===== config.mk =====
export PLATFORM = sky130hd
export DESIGN_NAME = fifo_wr_arbiter_flat
export DESIGN_NICKNAME = d
export VERILOG_FILES = /design/src/rtl/fifo_wr_arbiter_pkg.sv /design/src/rtl/fifo_wr_arbiter_if.sv /design/src/rtl/fifo_wr_arbiter_rr_priority_picker.sv /design/src/rtl/fifo_wr_arbiter.sv /design/src/flat_wrapper.sv
export SDC_FILE = /design/constraint.sdc
export NUM_CORES = 1
export LEC_CHECK = 0
export CAP_MARGIN = 20
export CORE_MARGIN = 2
export CORE_UTILIZATION = 33
export DETAILED_ROUTE_END_ITERATION = 6
export PLACE_DENSITY = 0.76
export SETUP_SLACK_MARGIN = 0.02
export SKIP_CTS_REPAIR_TIMING = 1
export SLEW_MARGIN = 0
export SYNTH_ARGS = -nofsm -noshare
export SYNTH_HDL_FRONTEND = slang
export SYNTH_SLANG_ARGS = --single-unit

===== constraint.sdc =====
create_clock -name clk -period 1.6 [get_ports clk]
set_input_delay 0.32 -clock clk [delete_from_list [all_inputs] [get_ports clk]]
set_output_delay 0.32 -clock clk [all_outputs]
set_load 0.01 [all_outputs]

===== src/rtl/fifo_wr_arbiter_pkg.sv =====
// ============================================================================
// Module   : fifo_wr_arbiter_pkg
// Purpose  : Shared types, defaults and index helpers for the FIFO write arbiter.
// Revision : 1.0 - initial release
// ============================================================================
`default_nettype none

package fifo_wr_arbiter_pkg;

  typedef enum logic {
    ARB_IDLE  = 1'b0,
    ARB_BURST = 1'b1
  } arb_state_e;

  localparam int DEF_NUM_REQ    = 4;
  localparam int DEF_FIFO_WIDTH = 16;
  localparam int DEF_MAX_BURST  = 4;

  // Index width that stays at least one bit wide for degenerate counts.
  function automatic int idx_width(input int n);
    return (n > 1) ? $clog2(n) : 1;
  endfunction

  function automatic int rr_next(input int idx, input int n);
    return (idx + 1 >= n) ? 0 : idx + 1;
  endfunction

endpackage

`default_nettype wire


===== src/rtl/fifo_wr_arbiter_if.sv =====
// ============================================================================
// Module   : fifo_wr_arbiter_if
// Purpose  : Producer-side and FIFO-write-side signals of the write arbiter.
// Revision : 1.0 - initial release
// ============================================================================
`default_nettype none

interface fifo_wr_arbiter_if
  import fifo_wr_arbiter_pkg::*;
#(
  parameter int NUM_REQ    = DEF_NUM_REQ,
  parameter int FIFO_WIDTH = DEF_FIFO_WIDTH
);
  localparam int GRANT_W = idx_width(NUM_REQ);

  logic [NUM_REQ-1:0]            req_valid;
  logic [NUM_REQ*FIFO_WIDTH-1:0] req_data;
  logic [NUM_REQ-1:0]            req_ready;
  logic                          fifo_full;
  logic                          fifo_almostfull;
  logic                          fifo_overflow;
  logic                          fifo_wr_en;
  logic [FIFO_WIDTH-1:0]         fifo_data_in;
  logic [GRANT_W-1:0]            grant_id;
  logic                          busy;
  logic                          err_overflow;

  modport master (
    output req_valid, req_data, fifo_full, fifo_almostfull, fifo_overflow,
    input  req_ready, fifo_wr_en, fifo_data_in, grant_id, busy, err_overflow
  );

  modport slave (
    input  req_valid, req_data, fifo_full, fifo_almostfull, fifo_overflow,
    output req_ready, fifo_wr_en, fifo_data_in, grant_id, busy, err_overflow
  );

endinterface

`default_nettype wire


===== src/rtl/fifo_wr_arbiter_rr_priority_picker.sv =====
// ============================================================================
// Module   : rr_priority_picker
// Purpose  : First valid requester at or after the start index, wrapping mod NUM_REQ.
// Revision : 1.0 - initial release
// ============================================================================
`default_nettype none

module rr_priority_picker
  import fifo_wr_arbiter_pkg::*;
#(
  parameter int NUM_REQ = DEF_NUM_REQ,
  parameter int IDX_W   = idx_width(DEF_NUM_REQ)
) (
  input  logic [NUM_REQ-1:0] valid,
  input  logic [IDX_W-1:0]   start,
  output logic               found,
  output logic [IDX_W-1:0]   index
);

  assign found = |valid;

  // Walk offsets from farthest to nearest so the nearest valid index wins.
  always_comb begin
    index = '0;
    for (int k = NUM_REQ - 1; k >= 0; k--) begin
      int c;
      c = int'(start) + k;
      if (c >= NUM_REQ) c = c - NUM_REQ;
      if (valid[IDX_W'(c)]) index = IDX_W'(c);
    end
  end

endmodule

`default_nettype wire


===== src/rtl/fifo_wr_arbiter.sv =====
// ============================================================================
// Module   : fifo_wr_arbiter
// Purpose  : Round-robin burst arbiter sharing one FIFO write port among producers.
// Revision : 1.0 - initial release
// ============================================================================
`default_nettype none

module fifo_wr_arbiter
  import fifo_wr_arbiter_pkg::*;
#(
  parameter int NUM_REQ    = DEF_NUM_REQ,
  parameter int FIFO_WIDTH = DEF_FIFO_WIDTH,
  parameter int MAX_BURST  = DEF_MAX_BURST
) (
  input  logic             clk,
  input  logic             rst,
  fifo_wr_arbiter_if.slave bus
);

  localparam int IDX_W = idx_width(NUM_REQ);
  localparam int CNT_W = $clog2(MAX_BURST + 1);
  localparam logic [CNT_W-1:0] c_last_beat = CNT_W'(MAX_BURST - 1);

  arb_state_e             r_state;
  arb_state_e             w_state_nxt;
  logic [IDX_W-1:0]       r_owner;
  logic [IDX_W-1:0]       r_rr_ptr;
  logic [CNT_W-1:0]       r_burst_cnt;
  logic                   r_wr_en;
  logic [FIFO_WIDTH-1:0]  r_data;
  logic                   r_err;

  logic                   w_found;
  logic [IDX_W-1:0]       w_pick;
  logic [IDX_W-1:0]       w_rr_next;
  logic                   w_can_accept;
  logic                   w_owner_valid;
  logic                   w_xfer;
  logic                   w_exit;
  logic [NUM_REQ-1:0]     w_ready;
  logic [FIFO_WIDTH-1:0]  w_words [NUM_REQ];

  genvar gi;
  generate
    for (gi = 0; gi < NUM_REQ; gi++) begin : g_unpack
      assign w_words[gi] = bus.req_data[gi*FIFO_WIDTH +: FIFO_WIDTH];
    end
  endgenerate

  rr_priority_picker #(
    .NUM_REQ (NUM_REQ),
    .IDX_W   (IDX_W)
  ) u_picker (
    .valid (bus.req_valid),
    .start (r_rr_ptr),
    .found (w_found),
    .index (w_pick)
  );

  // A write already in flight will consume the last free slot.
  assign w_can_accept  = (r_state == ARB_BURST) && !bus.fifo_full &&
                         !(bus.fifo_almostfull && r_wr_en);
  assign w_owner_valid = bus.req_valid[r_owner];
  assign w_xfer        = w_owner_valid && w_can_accept;
  assign w_rr_next     = IDX_W'(rr_next(int'(r_owner), NUM_REQ));

  always_comb begin
    w_ready = '0;
    if (w_can_accept) w_ready[r_owner] = 1'b1;
  end

  always_comb begin
    w_state_nxt = r_state;
    w_exit      = 1'b0;
    case (r_state)
      ARB_IDLE: begin
        if (w_found) w_state_nxt = ARB_BURST;
      end
      ARB_BURST: begin
        if (!w_owner_valid || (w_xfer && (r_burst_cnt == c_last_beat))) begin
          w_state_nxt = ARB_IDLE;
          w_exit      = 1'b1;
        end
      end
      default: w_state_nxt = ARB_IDLE;
    endcase
  end

  always_ff @(posedge clk) begin
    if (rst) begin
      r_state     <= ARB_IDLE;
      r_owner     <= '0;
      r_rr_ptr    <= '0;
      r_burst_cnt <= '0;
      r_wr_en     <= 1'b0;
      r_data      <= '0;
      r_err       <= 1'b0;
    end else begin
      r_state <= w_state_nxt;
      r_wr_en <= w_xfer;
      if (w_xfer) r_data <= w_words[r_owner];
      if (bus.fifo_overflow) r_err <= 1'b1;
      if ((r_state == ARB_IDLE) && w_found) begin
        r_owner     <= w_pick;
        r_burst_cnt <= '0;
      end else if (w_xfer) begin
        r_burst_cnt <= r_burst_cnt + 1'b1;
      end
      if (w_exit) r_rr_ptr <= w_rr_next;
    end
  end

  assign bus.req_ready    = w_ready;
  assign bus.fifo_wr_en   = r_wr_en;
  assign bus.fifo_data_in = r_data;
  assign bus.grant_id     = r_owner;
  assign bus.busy         = (r_state == ARB_BURST);
  assign bus.err_overflow = r_err;

endmodule

`default_nettype wire


===== src/flat_wrapper.sv =====
// flat-port wrapper written by rule: the top's interface ports become plain ports
module fifo_wr_arbiter_flat import fifo_wr_arbiter_pkg::*;
#(
  parameter int NUM_REQ    = DEF_NUM_REQ,
  parameter int FIFO_WIDTH = DEF_FIFO_WIDTH,
  parameter int MAX_BURST  = DEF_MAX_BURST
)
  (clk, rst, bus_req_valid, bus_req_data, bus_fifo_full, bus_fifo_almostfull, bus_fifo_overflow, bus_req_ready, bus_fifo_wr_en, bus_fifo_data_in, bus_grant_id, bus_busy, bus_err_overflow);
  fifo_wr_arbiter_if #(.NUM_REQ(NUM_REQ), .FIFO_WIDTH(FIFO_WIDTH)) bus_i ();
  input  logic clk;
  input  logic rst;
  input wire logic [$bits(bus_i.req_valid)-1:0] bus_req_valid;
  input wire logic [$bits(bus_i.req_data)-1:0] bus_req_data;
  input wire logic [$bits(bus_i.fifo_full)-1:0] bus_fifo_full;
  input wire logic [$bits(bus_i.fifo_almostfull)-1:0] bus_fifo_almostfull;
  input wire logic [$bits(bus_i.fifo_overflow)-1:0] bus_fifo_overflow;
  output wire logic [$bits(bus_i.req_ready)-1:0] bus_req_ready;
  output wire logic [$bits(bus_i.fifo_wr_en)-1:0] bus_fifo_wr_en;
  output wire logic [$bits(bus_i.fifo_data_in)-1:0] bus_fifo_data_in;
  output wire logic [$bits(bus_i.grant_id)-1:0] bus_grant_id;
  output wire logic [$bits(bus_i.busy)-1:0] bus_busy;
  output wire logic [$bits(bus_i.err_overflow)-1:0] bus_err_overflow;
  assign bus_i.req_valid = bus_req_valid;
  assign bus_i.req_data = bus_req_data;
  assign bus_i.fifo_full = bus_fifo_full;
  assign bus_i.fifo_almostfull = bus_fifo_almostfull;
  assign bus_i.fifo_overflow = bus_fifo_overflow;
  assign bus_req_ready = bus_i.req_ready;
  assign bus_fifo_wr_en = bus_i.fifo_wr_en;
  assign bus_fifo_data_in = bus_i.fifo_data_in;
  assign bus_grant_id = bus_i.grant_id;
  assign bus_busy = bus_i.busy;
  assign bus_err_overflow = bus_i.err_overflow;
  fifo_wr_arbiter #(.NUM_REQ(NUM_REQ), .FIFO_WIDTH(FIFO_WIDTH), .MAX_BURST(MAX_BURST)) u_core (.clk(clk), .rst(rst), .bus(bus_i));
endmodule

# Yosys cells after proc, flatten, opt, wreduce, memory -nomap -nowiden
# Index checks and enable logic that the tools add are counted.
[word_totals] regBits=26 out_inout_bits=25 wordCells=78
[classes] add_sub_neg=9 n_lt_le_gt_ge=12 eq_ne=1 mux=34 bitwise=2 n_reduce_logical=13
[ops] op="16-bit binary-select mux with 2-bit select" count=1
[ops] op="16-bit 2-to-1 mux" count=2
[ops] op="2-bit 2-to-1 mux" count=9
[ops] op="2-bit by 4-bit less-than comparator with 1-bit output, second input constant" count=4
[ops] op="3-bit greater-or-equal comparator, second input constant" count=5
[ops] op="1-bit 2-to-1 mux" count=14
[ops] op="1-bit binary-select mux with 2-bit select" count=5
[ops] op="2-bit by 1-bit subtractor with 2-bit output, second input constant" count=4
[ops] op="1-bit logical AND" count=7
[ops] op="2-bit by 1-bit adder with 3-bit output, second input constant" count=2
[ops] op="2-bit by 2-bit adder with 3-bit output, second input constant" count=2
[ops] op="4-bit 2-to-1 mux" count=1
[ops] op="4-bit OR reduction" count=1
[ops] op="3-bit by 1-bit adder with 3-bit output, second input constant" count=1
[ops] op="3-bit by 2-bit equality test with 1-bit output, second input constant" count=1
[ops] op="2-bit by 3-bit greater-or-equal comparator with 1-bit output, second input constant" count=1
[ops] op="1-bit zero test" count=3
[ops] op="2-bit by 3-bit less-than comparator with 1-bit output, second input constant" count=1
[ops] op="2-bit inverter with 3-bit output" count=1
[ops] op="1-bit demux with 2-bit select" count=1
[ops] op="2-bit by 1-bit greater-or-equal comparator with 1-bit output, second input constant" count=1
[ops] op="1-bit case mux with 2 select lines" count=1
[ops] op="2-bit OR reduction" count=1
[ops] op="1-bit logical OR" count=1
[ops] op="1-bit inverter" count=1

# Logic depth before layout (Yosys ltp)
# Gate-level depths: netlist of the first run.
[depth] ltp_word=10 mapped_depth=6

# Cells and area by module
# A second synthesis of the first run with hierarchy kept.
[unflattened] hier_cells=166 hier_area_um2=1607.8
[by_module_without_submodules] mod="fifo_wr_arbiter" instances=1 cells_each=153 area_each_um2=1530.2 seq_area_each_um2=520.5
[by_module_without_submodules] mod="rr_priority_picker" instances=1 cells_each=13 area_each_um2=77.6 seq_area_each_um2=0.0

# Worst setup path after synthesis of the first run
# Ideal clock, no wire load.
[synth_timing] kind="register to register" from="register u_core.r_owner[1], in the netlist u_core.bus.grant_id[1]" to="register u_core.r_rr_ptr[1]" t_arrival_ns=1.579 required_time_ns=1.485 slack_ns=-0.094 stages_incl_launch_ff=7 path_buffers=2 synth_period_minus_slack_ns=1.694 path_cell_list="dfxtp_1 -> buf_2 -> buf_2 -> inv_1 -> ha_1 -> a21boi_0 -> o21ba_2"
[synth_via] elab_cells_between_ends=11 cone_classes="1 x add/sub; 1 x order compare; 5 x mux; 4 x reduce/logical"
[synth_lines] item="start: declaration" line_no="fifo_wr_arbiter.sv:26" source="logic [IDX_W-1:0] r_owner;"
[synth_lines] item="start signal: assignment" line_no="fifo_wr_arbiter.sv:104" source="r_owner <= w_pick;"
[synth_lines] item="2-bit by 1-bit adder with 3-bit output (*)" line_no="fifo_wr_arbiter_pkg.sv:25" source="return (idx + 1 >= n) ? 0 : idx + 1;"
[synth_lines] item="3-bit greater-or-equal comparator" line_no="fifo_wr_arbiter_pkg.sv:25"
[synth_lines] item="2-bit 2-to-1 mux (*)" line_no="fifo_wr_arbiter_pkg.sv:25"
[synth_lines] item="via u_core.w_rr_next[1]" line_no="fifo_wr_arbiter.sv:35" source="logic [IDX_W-1:0] w_rr_next;"
[synth_lines] item="end signal: assignment" line_no="fifo_wr_arbiter.sv:109" source="if (w_exit) r_rr_ptr <= w_rr_next;"
[synth_lines] item="end: declaration" line_no="fifo_wr_arbiter.sv:27" source="logic [IDX_W-1:0] r_rr_ptr;"
# The timed path passes the listed nets; every way through them passes the cells marked *. The select of a mux whose other input is x is not followed.
# A chain may end at the register's enable or synchronous reset.

# Worst setup path in the final report of the first run
[layout_timing] from="input bus_req_valid[2]" to="register u_core.r_data[1], in the netlist u_core.bus.fifo_data_in[1]"
[layout_via] elab_chain_cells=3
[layout_lines] item="start: declaration" line_no="flat_wrapper.sv:12" source="input wire logic [$bits(bus_i.req_valid)-1:0] bus_req_valid;"
[layout_lines] item="1-bit binary-select mux with 2-bit select" line_no="fifo_wr_arbiter.sv:63" source="assign w_owner_valid = bus.req_valid[r_owner];"
[layout_lines] item="1-bit 2-to-1 mux (implied by the code)" line_no="fifo_wr_arbiter.sv:63"
[layout_lines] item="1-bit logical AND" line_no="fifo_wr_arbiter.sv:64" source="assign w_xfer = w_owner_valid && w_can_accept;"
[layout_lines] item="end signal: assignment" line_no="fifo_wr_arbiter.sv:101" source="if (w_xfer) r_data <= w_words[r_owner];"
[layout_lines] item="end: declaration" line_no="fifo_wr_arbiter.sv:30" source="logic [FIFO_WIDTH-1:0] r_data;"
# No other way between the ends. The select of a mux whose other input is x is not followed.

==> flow_results.xml, run 1 <==
<?xml version="1.0" encoding="UTF-8"?>
<metrics>
  <group name="die">
    <metric name="die_width" unit="um">72.7</metric>
    <metric name="floorplan.die_area" unit="um2">5290</metric>
    <metric name="std_cell_rows" unit="">24</metric>
    <metric name="core_region_area" unit="um2">4440</metric>
    <metric name="die_h" unit="um">72.7</metric>
    <metric name="io_pins" unit="">98</metric>
    <metric name="initial_core_util" unit="%">35.1</metric>
  </group>
  <group name="sta">
    <metric name="fin_crit" unit="ps">1580</metric>
    <metric name="final_max_slew_viol_count" unit="">0</metric>
    <metric name="relSlewSlack" unit="%">78.4</metric>
    <metric name="final.setup_skew" unit="ps">10.1</metric>
    <metric name="fin_tns_setup" unit="ps">0</metric>
    <metric name="finalCritPeriodShare" unit="%">98.5</metric>
    <metric name="worst_pin_slew" unit="ps">323</metric>
    <metric name="grt_setup_unrepaired" unit="">true</metric>
    <metric name="achievable-frequency" unit="GHz">0.635</metric>
    <metric name="finalHoldViolCount" unit="">0</metric>
    <metric name="finalSetupViolations" unit="">0</metric>
  </group>
  <group name="worst_hold_path">
    <metric name="min_to" unit="">u_core.bus.fifo_data_in[15]$_SDFFE_PP0P_</metric>
    <metric name="hold_path.startpoint" unit="">u_core.bus.fifo_data_in[15]$_SDFFE_PP0P_</metric>
    <metric name="min-delay-path-class" unit="">reg2reg</metric>
    <metric name="hold_path_depth" unit="">2</metric>
  </group>
  <group name="placement">
    <metric name="place.detailed.instances" unit="">318</metric>
    <metric name="buffer_ports.inserted" unit="">97</metric>
    <metric name="routabilityCongestion" unit="">0.889</metric>
    <metric name="dp_hpwl" unit="um">3820</metric>
  </group>
  <group name="worst_setup_path">
    <metric name="path_class" unit="">in2reg</metric>
    <metric name="cp_cell_instances" unit="">clkdlybuf4s50_1 -&gt; mux4_2 -&gt; nand3_4 -&gt; clkbuf_16 -&gt; nand2_2 -&gt; a21oi_1</metric>
    <metric name="worstRegToRegCells" unit="">5</metric>
    <metric name="arrival" unit="ps">1790</metric>
    <metric name="crit_path_max_incr_delay" unit="ps">550</metric>
    <metric name="critical_path.reg2reg.endpoint" unit="">u_core.bus.fifo_data_in[1]$_SDFFE_PP0P_</metric>
    <metric name="slowest_cell_on_the_critical_path" unit="">sky130_fd_sc_hd__mux4_2</metric>
    <metric name="r2r_slack" unit="ps">40</metric>
    <metric name="worst_ep_required_time" unit="ps">1810</metric>
    <metric name="r2r_start" unit="">u_core.bus.grant_id[1]$_SDFFE_PP0P_</metric>
    <metric name="worst_setup_path_end_kind" unit="">flip-flop</metric>
    <metric name="cp-start-kind" unit="">input port</metric>
    <metric name="critical_path_maximum_fanout" unit="">5</metric>
  </group>
  <group name="final_layout">
    <metric name="drive_above_1_share" unit="%">29.2</metric>
    <metric name="antenna_cells_inserted" unit="">0</metric>
    <metric name="syn2layout_area_growth" unit="%">91.5</metric>
    <metric name="final_core_utilization" unit="%">67.1</metric>
    <metric name="multiInputGateArea" unit="um2">1090</metric>
    <metric name="seqCellArea" unit="um2">528</metric>
    <metric name="final_standard_cell_count_with_taps_included_and_fillers_excluded" unit="">329</metric>
    <metric name="final_net_count" unit="">357</metric>
    <metric name="num-fill-cells" unit="">347</metric>
  </group>
  <group name="yosys">
    <metric name="yosys.area.top_type_share" unit="%">33.4</metric>
    <metric name="ys.warnings.count" unit="">0</metric>
    <metric name="synth-seq-cells" unit="">26</metric>
    <metric name="mappedNetlistArea" unit="um2">1560</metric>
    <metric name="ys.flop_type" unit="">sky130_fd_sc_hd__dfxtp_1</metric>
    <metric name="distinct_cell_type_count_after_synthesis" unit="">30</metric>
    <metric name="ys_async_sr_fraction" unit="%">0</metric>
    <metric name="synth.largest_area_cell" unit="">sky130_fd_sc_hd__dfxtp_1</metric>
    <metric name="synth-edff-count" unit="">0</metric>
    <metric name="mappedNetlistNets" unit="">239</metric>
    <metric name="sequential_cell_area_fraction_in_the_yosys_report" unit="%">33.4</metric>
    <metric name="synth.avg_cell_area" unit="um2">9.74</metric>
    <metric name="synthCells" unit="">160</metric>
    <metric name="post_synth_main_area_contributors" unit="">sky130_fd_sc_hd__dfxtp_1, sky130_fd_sc_hd__mux4_2, sky130_fd_sc_hd__nand2_1, sky130_fd_sc_hd__a21oi_1, sky130_fd_sc_hd__ha_1</metric>
  </group>
  <group name="drt">
    <metric name="detail_route.iter0.violations" unit="">84</metric>
    <metric name="post_drt_via_cell_ratio" unit="">5.22</metric>
    <metric name="pre_antenna_drt_iters" unit="">4</metric>
    <metric name="wl_per_cell" unit="um">16.4</metric>
    <metric name="vias" unit="">1719</metric>
    <metric name="routed_wl" unit="um">5410</metric>
    <metric name="route.detailed.drc" unit="">0</metric>
    <metric name="ant_nets" unit="">0</metric>
  </group>
  <group name="flow_run">
    <metric name="cap_viol_max_count" unit="">0</metric>
  </group>
  <group name="status">
    <metric name="outcome" unit="">complete, no violations</metric>
  </group>
  <group name="global_routing">
    <metric name="grt_pass1_wl" unit="um">7440</metric>
    <metric name="grt_max_degree" unit="">21</metric>
    <metric name="antenna_found_initial" unit="">0</metric>
    <metric name="gr-total-overflow" unit="">0</metric>
    <metric name="grtUsageTotal" unit="%">17.9</metric>
    <metric name="vias_in_the_first_global_route" unit="">1630</metric>
  </group>
  <group name="power">
    <metric name="design_power_total" unit="W">0.00187</metric>
    <metric name="power.density" unit="nW/um2">627</metric>
    <metric name="total_leakage_power" unit="nW">1.17</metric>
    <metric name="worst_vdd_ir" unit="uV">467</metric>
  </group>
  <group name="clock_tree">
    <metric name="cts-root-buf" unit="">sky130_fd_sc_hd__clkbuf_8</metric>
    <metric name="cts_htree_levels" unit="">1</metric>
    <metric name="clk-insertion-delay-late" unit="ps">280</metric>
    <metric name="cts_made_buffers" unit="">3</metric>
    <metric name="clk_transition_reported_paths" unit="ps">100</metric>
    <metric name="cts_max_path_buffers" unit="">2</metric>
    <metric name="cts_tree" unit="">built</metric>
    <metric name="cts_sinks" unit="">26</metric>
  </group>
</metrics>
-- power by group --
group	internal [W]	switching [W]
registers	0.000677	0.0000226
clock network	0.000335	0.000221
logic	0.000393	0.000221
-- routing by layer --
| metal | GRT usage, % | vias up | share of wire (%) |
|---|---|---|---|
| met4 | 4.12 | 0 | 0.74 |
| li1 | - | 817 | - |
| met3 | 4.28 | 5 | 5.1 |
| met2 | 34.1 | 62 | 56 |
| met5 | 0 | - | 0 |
| met1 | 19.8 | 835 | 38 |
-- layout make-up --
class,instances,share of cell area [%]
clock inverter,1,1.01
tap,52,2.18
multi-input combinational,121,36.5
sequential,26,17.7
inverter,5,0.629
clock buffer,3,1.38
timing repair buffer,121,40.6
-- cell usage after synthesis, types with 2 or more instances --
library cell and n:
sky130_fd_sc_hd__buf_2 6, sky130_fd_sc_hd__buf_6 2, sky130_fd_sc_hd__mux4_2 17, sky130_fd_sc_hd__inv_1 5, sky130_fd_sc_hd__clkbuf_1 2, sky130_fd_sc_hd__nand2_1 36
sky130_fd_sc_hd__nand3_1 2, sky130_fd_sc_hd__nor2b_1 2, sky130_fd_sc_hd__a21oi_1 23, sky130_fd_sc_hd__nor2_1 8, sky130_fd_sc_hd__dfxtp_1 26, sky130_fd_sc_hd__mux2i_1 3
sky130_fd_sc_hd__o221ai_1 2, sky130_fd_sc_hd__ha_1 6, sky130_fd_sc_hd__and3_1 5
-- flip-flops by register name, summed over array words and instances, names as in the netlist --
name,cells
u_core.r_burst_cnt,3
u_core.bus.err_overflow,1
u_core.bus.busy,1
u_core.bus.grant_id,2
u_core.r_rr_ptr,2
u_core.bus.fifo_wr_en,1
u_core.bus.fifo_data_in,16
-- per-stage QoR --
stage | setup slack [ps] | hold slack [ps] | instance area, um2
after detailed placement | -415 | 448 | 2690
after global routing | -40.1 | 479 | 2980
final | 24.5 | 460 | 2980
after floorplan | 63.0 | 389 | 1560
after global placement | -359 | 441 | 2690
after CTS | -415 | 461 | 2760
-- cell usage in the layout (no fill, tap or decap), types with 2 or more instances in the layout --
cell type                         count
sky130_fd_sc_hd__ha_1                 4
sky130_fd_sc_hd__and3_1               5
sky130_fd_sc_hd__nand2_1             28
sky130_fd_sc_hd__clkbuf_8             3
sky130_fd_sc_hd__buf_4               18
sky130_fd_sc_hd__dlymetal6s2s_1       8
sky130_fd_sc_hd__dfxtp_4              2
sky130_fd_sc_hd__buf_6                3
sky130_fd_sc_hd__a21oi_1             13
sky130_fd_sc_hd__nor2_1               8
sky130_fd_sc_hd__nand2_2              6
sky130_fd_sc_hd__clkbuf_16            2
sky130_fd_sc_hd__a21oi_2             10
sky130_fd_sc_hd__nand3_1              2
sky130_fd_sc_hd__dfxtp_1             24
sky130_fd_sc_hd__and3_4               2
sky130_fd_sc_hd__ha_2                 2
sky130_fd_sc_hd__clkbuf_2             3
sky130_fd_sc_hd__mux2i_1              3
sky130_fd_sc_hd__inv_1                5
sky130_fd_sc_hd__nand2_4              2
sky130_fd_sc_hd__clkdlybuf4s50_1     85
sky130_fd_sc_hd__mux4_2              17
sky130_fd_sc_hd__o221ai_1             2
-- worst max-delay path, delay by kind of cell --
kind            cells  cell delay [ps]
mux                 1              550
compound gates      1              140
buf+inv             2              580
simple gates        2              200
-- worst max path at each step --
stage / startpoint / end / slack (ps) / cells after the start
CTS: bus_fifo_full / bus_req_ready[3] / -410 / 4
global route: u_core.bus.grant_id[1]$_SDFFE_PP0P_ / u_core.bus.fifo_data_in[1]$_SDFFE_PP0P_ / -40 / 5
finish: bus_req_valid[2] / u_core.bus.fifo_data_in[1]$_SDFFE_PP0P_ / 20 / 6
detailed placement: bus_fifo_full / bus_req_ready[3] / -410 / 4
global placement: bus_fifo_full / bus_req_ready[2] / -360 / 4
floorplan: u_core.bus.grant_id[1]$_SDFFE_PP0P_ / u_core.r_rr_ptr[1]$_SDFFE_PP0P_ / 60 / 6
-- cells by family (layout without fill, tap and decap cells) --
logic type | after synthesis | count (layout) | share of synthesized area (%)
adder cells (fa/ha/maj) | 6 | 6 | 4.82
flip-flops | 26 | 26 | 33.4
buffers and inverters | 15 | 130 | 5.06
multiplexers | 20 | 20 | 26.5
AO/OA/AOI/OAI | 33 | 33 | 12.6
AND/OR/NAND/NOR | 59 | 61 | 17.0
XOR/XNOR | 1 | 1 | 0.562
Power figures use the tool's default switching activity.
==> inputs of run 2 (changes only) <==
--- a/config.mk
+++ b/config.mk
@@ -5,11 +5,14 @@
 export SDC_FILE = /design/constraint.sdc
 export NUM_CORES = 1
 export LEC_CHECK = 0
+export ABC_CLOCK_PERIOD_IN_PS = 1600
 export CAP_MARGIN = 20
+export CELL_PAD_IN_SITES_DETAIL_PLACEMENT = 0
+export CELL_PAD_IN_SITES_GLOBAL_PLACEMENT = 1
 export CORE_MARGIN = 2
-export CORE_UTILIZATION = 33
+export CORE_UTILIZATION = 23
 export DETAILED_ROUTE_END_ITERATION = 6
-export PLACE_DENSITY = 0.76
+export PLACE_DENSITY_LB_ADDON = 0.1
 export SETUP_SLACK_MARGIN = 0.02
 export SKIP_CTS_REPAIR_TIMING = 1
 export SLEW_MARGIN = 0
==> run 2 against run 1 <==
The flow now finishes with violations (setup timing). Critical path type is now in2out. Sequential share of layout area is 0.69 points higher. Flip-flop and latch count stayed put. Critical endpoint is now bus_req_ready[3]. Via count is 6.2% lower. Setup slack worse by 74 ps. Global-route usage is 4.6 points lower. Die area is 41% higher. Hold slack worse by 2.8 ps.
==> flow_results.xml, run 2 (same netlist as run 1, synthesis figures left out) <==
<?xml version="1.0" encoding="UTF-8"?>
<metrics>
  <group name="status">
    <metric name="outcome" unit="">finished, violations left</metric>
    <metric name="violations" unit="">setup timing</metric>
  </group>
  <group name="clock_tree">
    <metric name="cts_sinks" unit="">26</metric>
    <metric name="cts-root-buf" unit="">sky130_fd_sc_hd__clkbuf_8</metric>
    <metric name="clk-insertion-delay-late" unit="ps">270</metric>
    <metric name="cts_tree" unit="">built</metric>
    <metric name="cts_htree_levels" unit="">1</metric>
    <metric name="cts_made_buffers" unit="">3</metric>
    <metric name="cts_max_path_buffers" unit="">2</metric>
    <metric name="clk_transition_reported_paths" unit="ps">90</metric>
  </group>
  <group name="placement">
    <metric name="buffer_ports.inserted" unit="">97</metric>
    <metric name="routabilityCongestion" unit="">0.779</metric>
    <metric name="place.detailed.instances" unit="">341</metric>
    <metric name="dp_hpwl" unit="um">3940</metric>
  </group>
  <group name="global_routing">
    <metric name="grt_max_degree" unit="">21</metric>
    <metric name="antenna_found_initial" unit="">0</metric>
    <metric name="grt_pass1_wl" unit="um">7750</metric>
    <metric name="grtUsageTotal" unit="%">13.3</metric>
    <metric name="gr-total-overflow" unit="">0</metric>
    <metric name="vias_in_the_first_global_route" unit="">1624</metric>
  </group>
  <group name="drt">
    <metric name="detail_route.iter0.violations" unit="">24</metric>
    <metric name="ant_nets" unit="">0</metric>
    <metric name="post_drt_via_cell_ratio" unit="">4.62</metric>
    <metric name="route.detailed.drc" unit="">0</metric>
    <metric name="routed_wl" unit="um">5210</metric>
    <metric name="wl_per_cell" unit="um">14.9</metric>
    <metric name="pre_antenna_drt_iters" unit="">4</metric>
    <metric name="vias" unit="">1612</metric>
  </group>
  <group name="final_layout">
    <metric name="drive_above_1_share" unit="%">21.3</metric>
    <metric name="final_net_count" unit="">352</metric>
    <metric name="layout.cells.most_common_list" unit="">sky130_fd_sc_hd__clkdlybuf4s50_1, sky130_fd_sc_hd__nand2_1, sky130_fd_sc_hd__dfxtp_1, sky130_fd_sc_hd__a21oi_1, sky130_fd_sc_hd__mux4_2</metric>
    <metric name="largest_register_ffs" unit="">16</metric>
    <metric name="final_core_utilization" unit="%">44.5</metric>
    <metric name="final_standard_cell_count_with_taps_included_and_fillers_excluded" unit="">349</metric>
    <metric name="antenna_cells_inserted" unit="">0</metric>
    <metric name="num-fill-cells" unit="">644</metric>
    <metric name="syn2layout_area_growth" unit="%">84.3</metric>
    <metric name="mostFrequentLayoutCell" unit="">sky130_fd_sc_hd__clkdlybuf4s50_1</metric>
  </group>
  <group name="die">
    <metric name="io_pins" unit="">98</metric>
    <metric name="die_width" unit="um">86.3</metric>
    <metric name="core_region_area" unit="um2">6460</metric>
    <metric name="die_h" unit="um">86.3</metric>
    <metric name="std_cell_rows" unit="">29</metric>
    <metric name="floorplan.die_area" unit="um2">7450</metric>
    <metric name="initial_core_util" unit="%">24.1</metric>
  </group>
  <group name="sta">
    <metric name="fin_crit" unit="ps">1650</metric>
    <metric name="postLayoutSetupSlackWorst" unit="ps">-49.6</metric>
    <metric name="finalHoldViolCount" unit="">0</metric>
    <metric name="finalCritPeriodShare" unit="%">103</metric>
    <metric name="final_max_slew_viol_count" unit="">0</metric>
    <metric name="whs" unit="ps">457</metric>
    <metric name="final.setup_skew" unit="ps">3.13</metric>
    <metric name="grt_setup_unrepaired" unit="">true</metric>
    <metric name="achievable-frequency" unit="GHz">0.606</metric>
    <metric name="finalSetupViolations" unit="">1</metric>
    <metric name="worst_pin_slew" unit="ps">270</metric>
    <metric name="relSlewSlack" unit="%">81.8</metric>
  </group>
  <group name="worst_setup_path">
    <metric name="worst_setup_path_end_kind" unit="">primary output</metric>
    <metric name="arrival" unit="ps">1330</metric>
    <metric name="worstRegToRegCells" unit="">5</metric>
    <metric name="cp_cell_instances" unit="">clkdlybuf4s50_1 -&gt; nor2b_2 -&gt; buf_4 -&gt; and3_1 -&gt; buf_2</metric>
    <metric name="slowest_cell_on_the_critical_path" unit="">sky130_fd_sc_hd__clkdlybuf4s50_1</metric>
    <metric name="cp-start-kind" unit="">input port</metric>
    <metric name="worst_ep_required_time" unit="ps">1280</metric>
    <metric name="critical_path_maximum_fanout" unit="">4</metric>
    <metric name="cp-startpoint" unit="">bus_fifo_full</metric>
    <metric name="crit_path_max_incr_delay" unit="ps">410</metric>
    <metric name="path_class" unit="">in2out</metric>
    <metric name="r2r_start" unit="">u_core.bus.grant_id[1]$_SDFFE_PP0P_</metric>
    <metric name="critical_path.reg2reg.endpoint" unit="">u_core.r_rr_ptr[0]$_SDFFE_PP0P_</metric>
    <metric name="crit_end" unit="">bus_req_ready[3]</metric>
    <metric name="r2r_slack" unit="ps">80</metric>
  </group>
  <group name="flow_run">
    <metric name="cap_viol_max_count" unit="">0</metric>
  </group>
  <group name="power">
    <metric name="worst_vdd_ir" unit="uV">363</metric>
    <metric name="total_leakage_power" unit="nW">1.13</metric>
    <metric name="power.density" unit="nW/um2">591</metric>
  </group>
  <group name="worst_hold_path">
    <metric name="min-delay-path-class" unit="">reg2reg</metric>
  </group>
</metrics>
-- run 2: cell type report --
class / instances / area [um2] / share of cell area (%)
tap: 77 / 96.3 / 3.36
multi-input combinational: 120 / 1000 / 34.9
inverter: 5 / 18.8 / 0.654
timing repair buffer: 117 / 1170 / 40.7
clock buffer: 4 / 55.1 / 1.92
sequential: 26 / 528 / 18.4
-- run 2: metrics by stage --
| step | power [W] | TNS [ps] | setup slack (ps) | instance area (um2) |
|---|---|---|---|---|
| 3_3_place_gp | 0.00127 | -8600 | -478 | 2710 |
| 6_report | 0.00170 | -49.6 | -49.6 | 2870 |
| 2_1_floorplan | 0.000950 | 0 | 63.0 | 1560 |
| 3_5_place_dp | 0.00127 | -8710 | -466 | 2710 |
| 4_1_cts | 0.00170 | -2520 | -475 | 2760 |
| 5_1_grt | 0.00181 | -91.1 | -91.1 | 2870 |
-- run 2: power by group --
| part | leakage (nW) | switching [W] | internal, W |
|---|---|---|---|
| Combinational | 0.888 | 0.000199 | 0.000377 |
| Sequential | 0.213 | 0.0000241 | 0.000676 |
| Clock | 0.0288 | 0.000201 | 0.000220 |
-- run 2: routing by layer --
metal | up-vias | global-route usage, % | share of wire (%)
met2 | 43 | 24.1 | 51
met5 | - | 0 | 0
li1 | 808 | - | -
met1 | 759 | 16.0 | 43
met3 | 2 | 3.14 | 6.1
met4 | 0 | 2.56 | 0.59
-- run 2: worst min path at each step --
stage / start / endpoint / slack [ps] / cells past startpoint
floorplan: rst / u_core.bus.fifo_data_in[8]$_SDFFE_PP0P_ / 390 / 1
global placement: u_core.bus.fifo_data_in[8]$_SDFFE_PP0P_ / u_core.bus.fifo_data_in[8]$_SDFFE_PP0P_ / 440 / 2
detailed placement: u_core.bus.fifo_data_in[0]$_SDFFE_PP0P_ / u_core.bus.fifo_data_in[0]$_SDFFE_PP0P_ / 450 / 2
CTS: u_core.bus.fifo_data_in[0]$_SDFFE_PP0P_ / u_core.bus.fifo_data_in[0]$_SDFFE_PP0P_ / 460 / 2
global route: u_core.bus.fifo_data_in[5]$_SDFFE_PP0P_ / u_core.bus.fifo_data_in[5]$_SDFFE_PP0P_ / 480 / 2
finish: u_core.bus.fifo_data_in[13]$_SDFFE_PP0P_ / u_core.bus.fifo_data_in[13]$_SDFFE_PP0P_ / 460 / 2
-- run 2: critical path: cells and delay by family --
kind | cells | cell delay, ps
buf+inv | 3 | 680
simple gates | 2 | 330
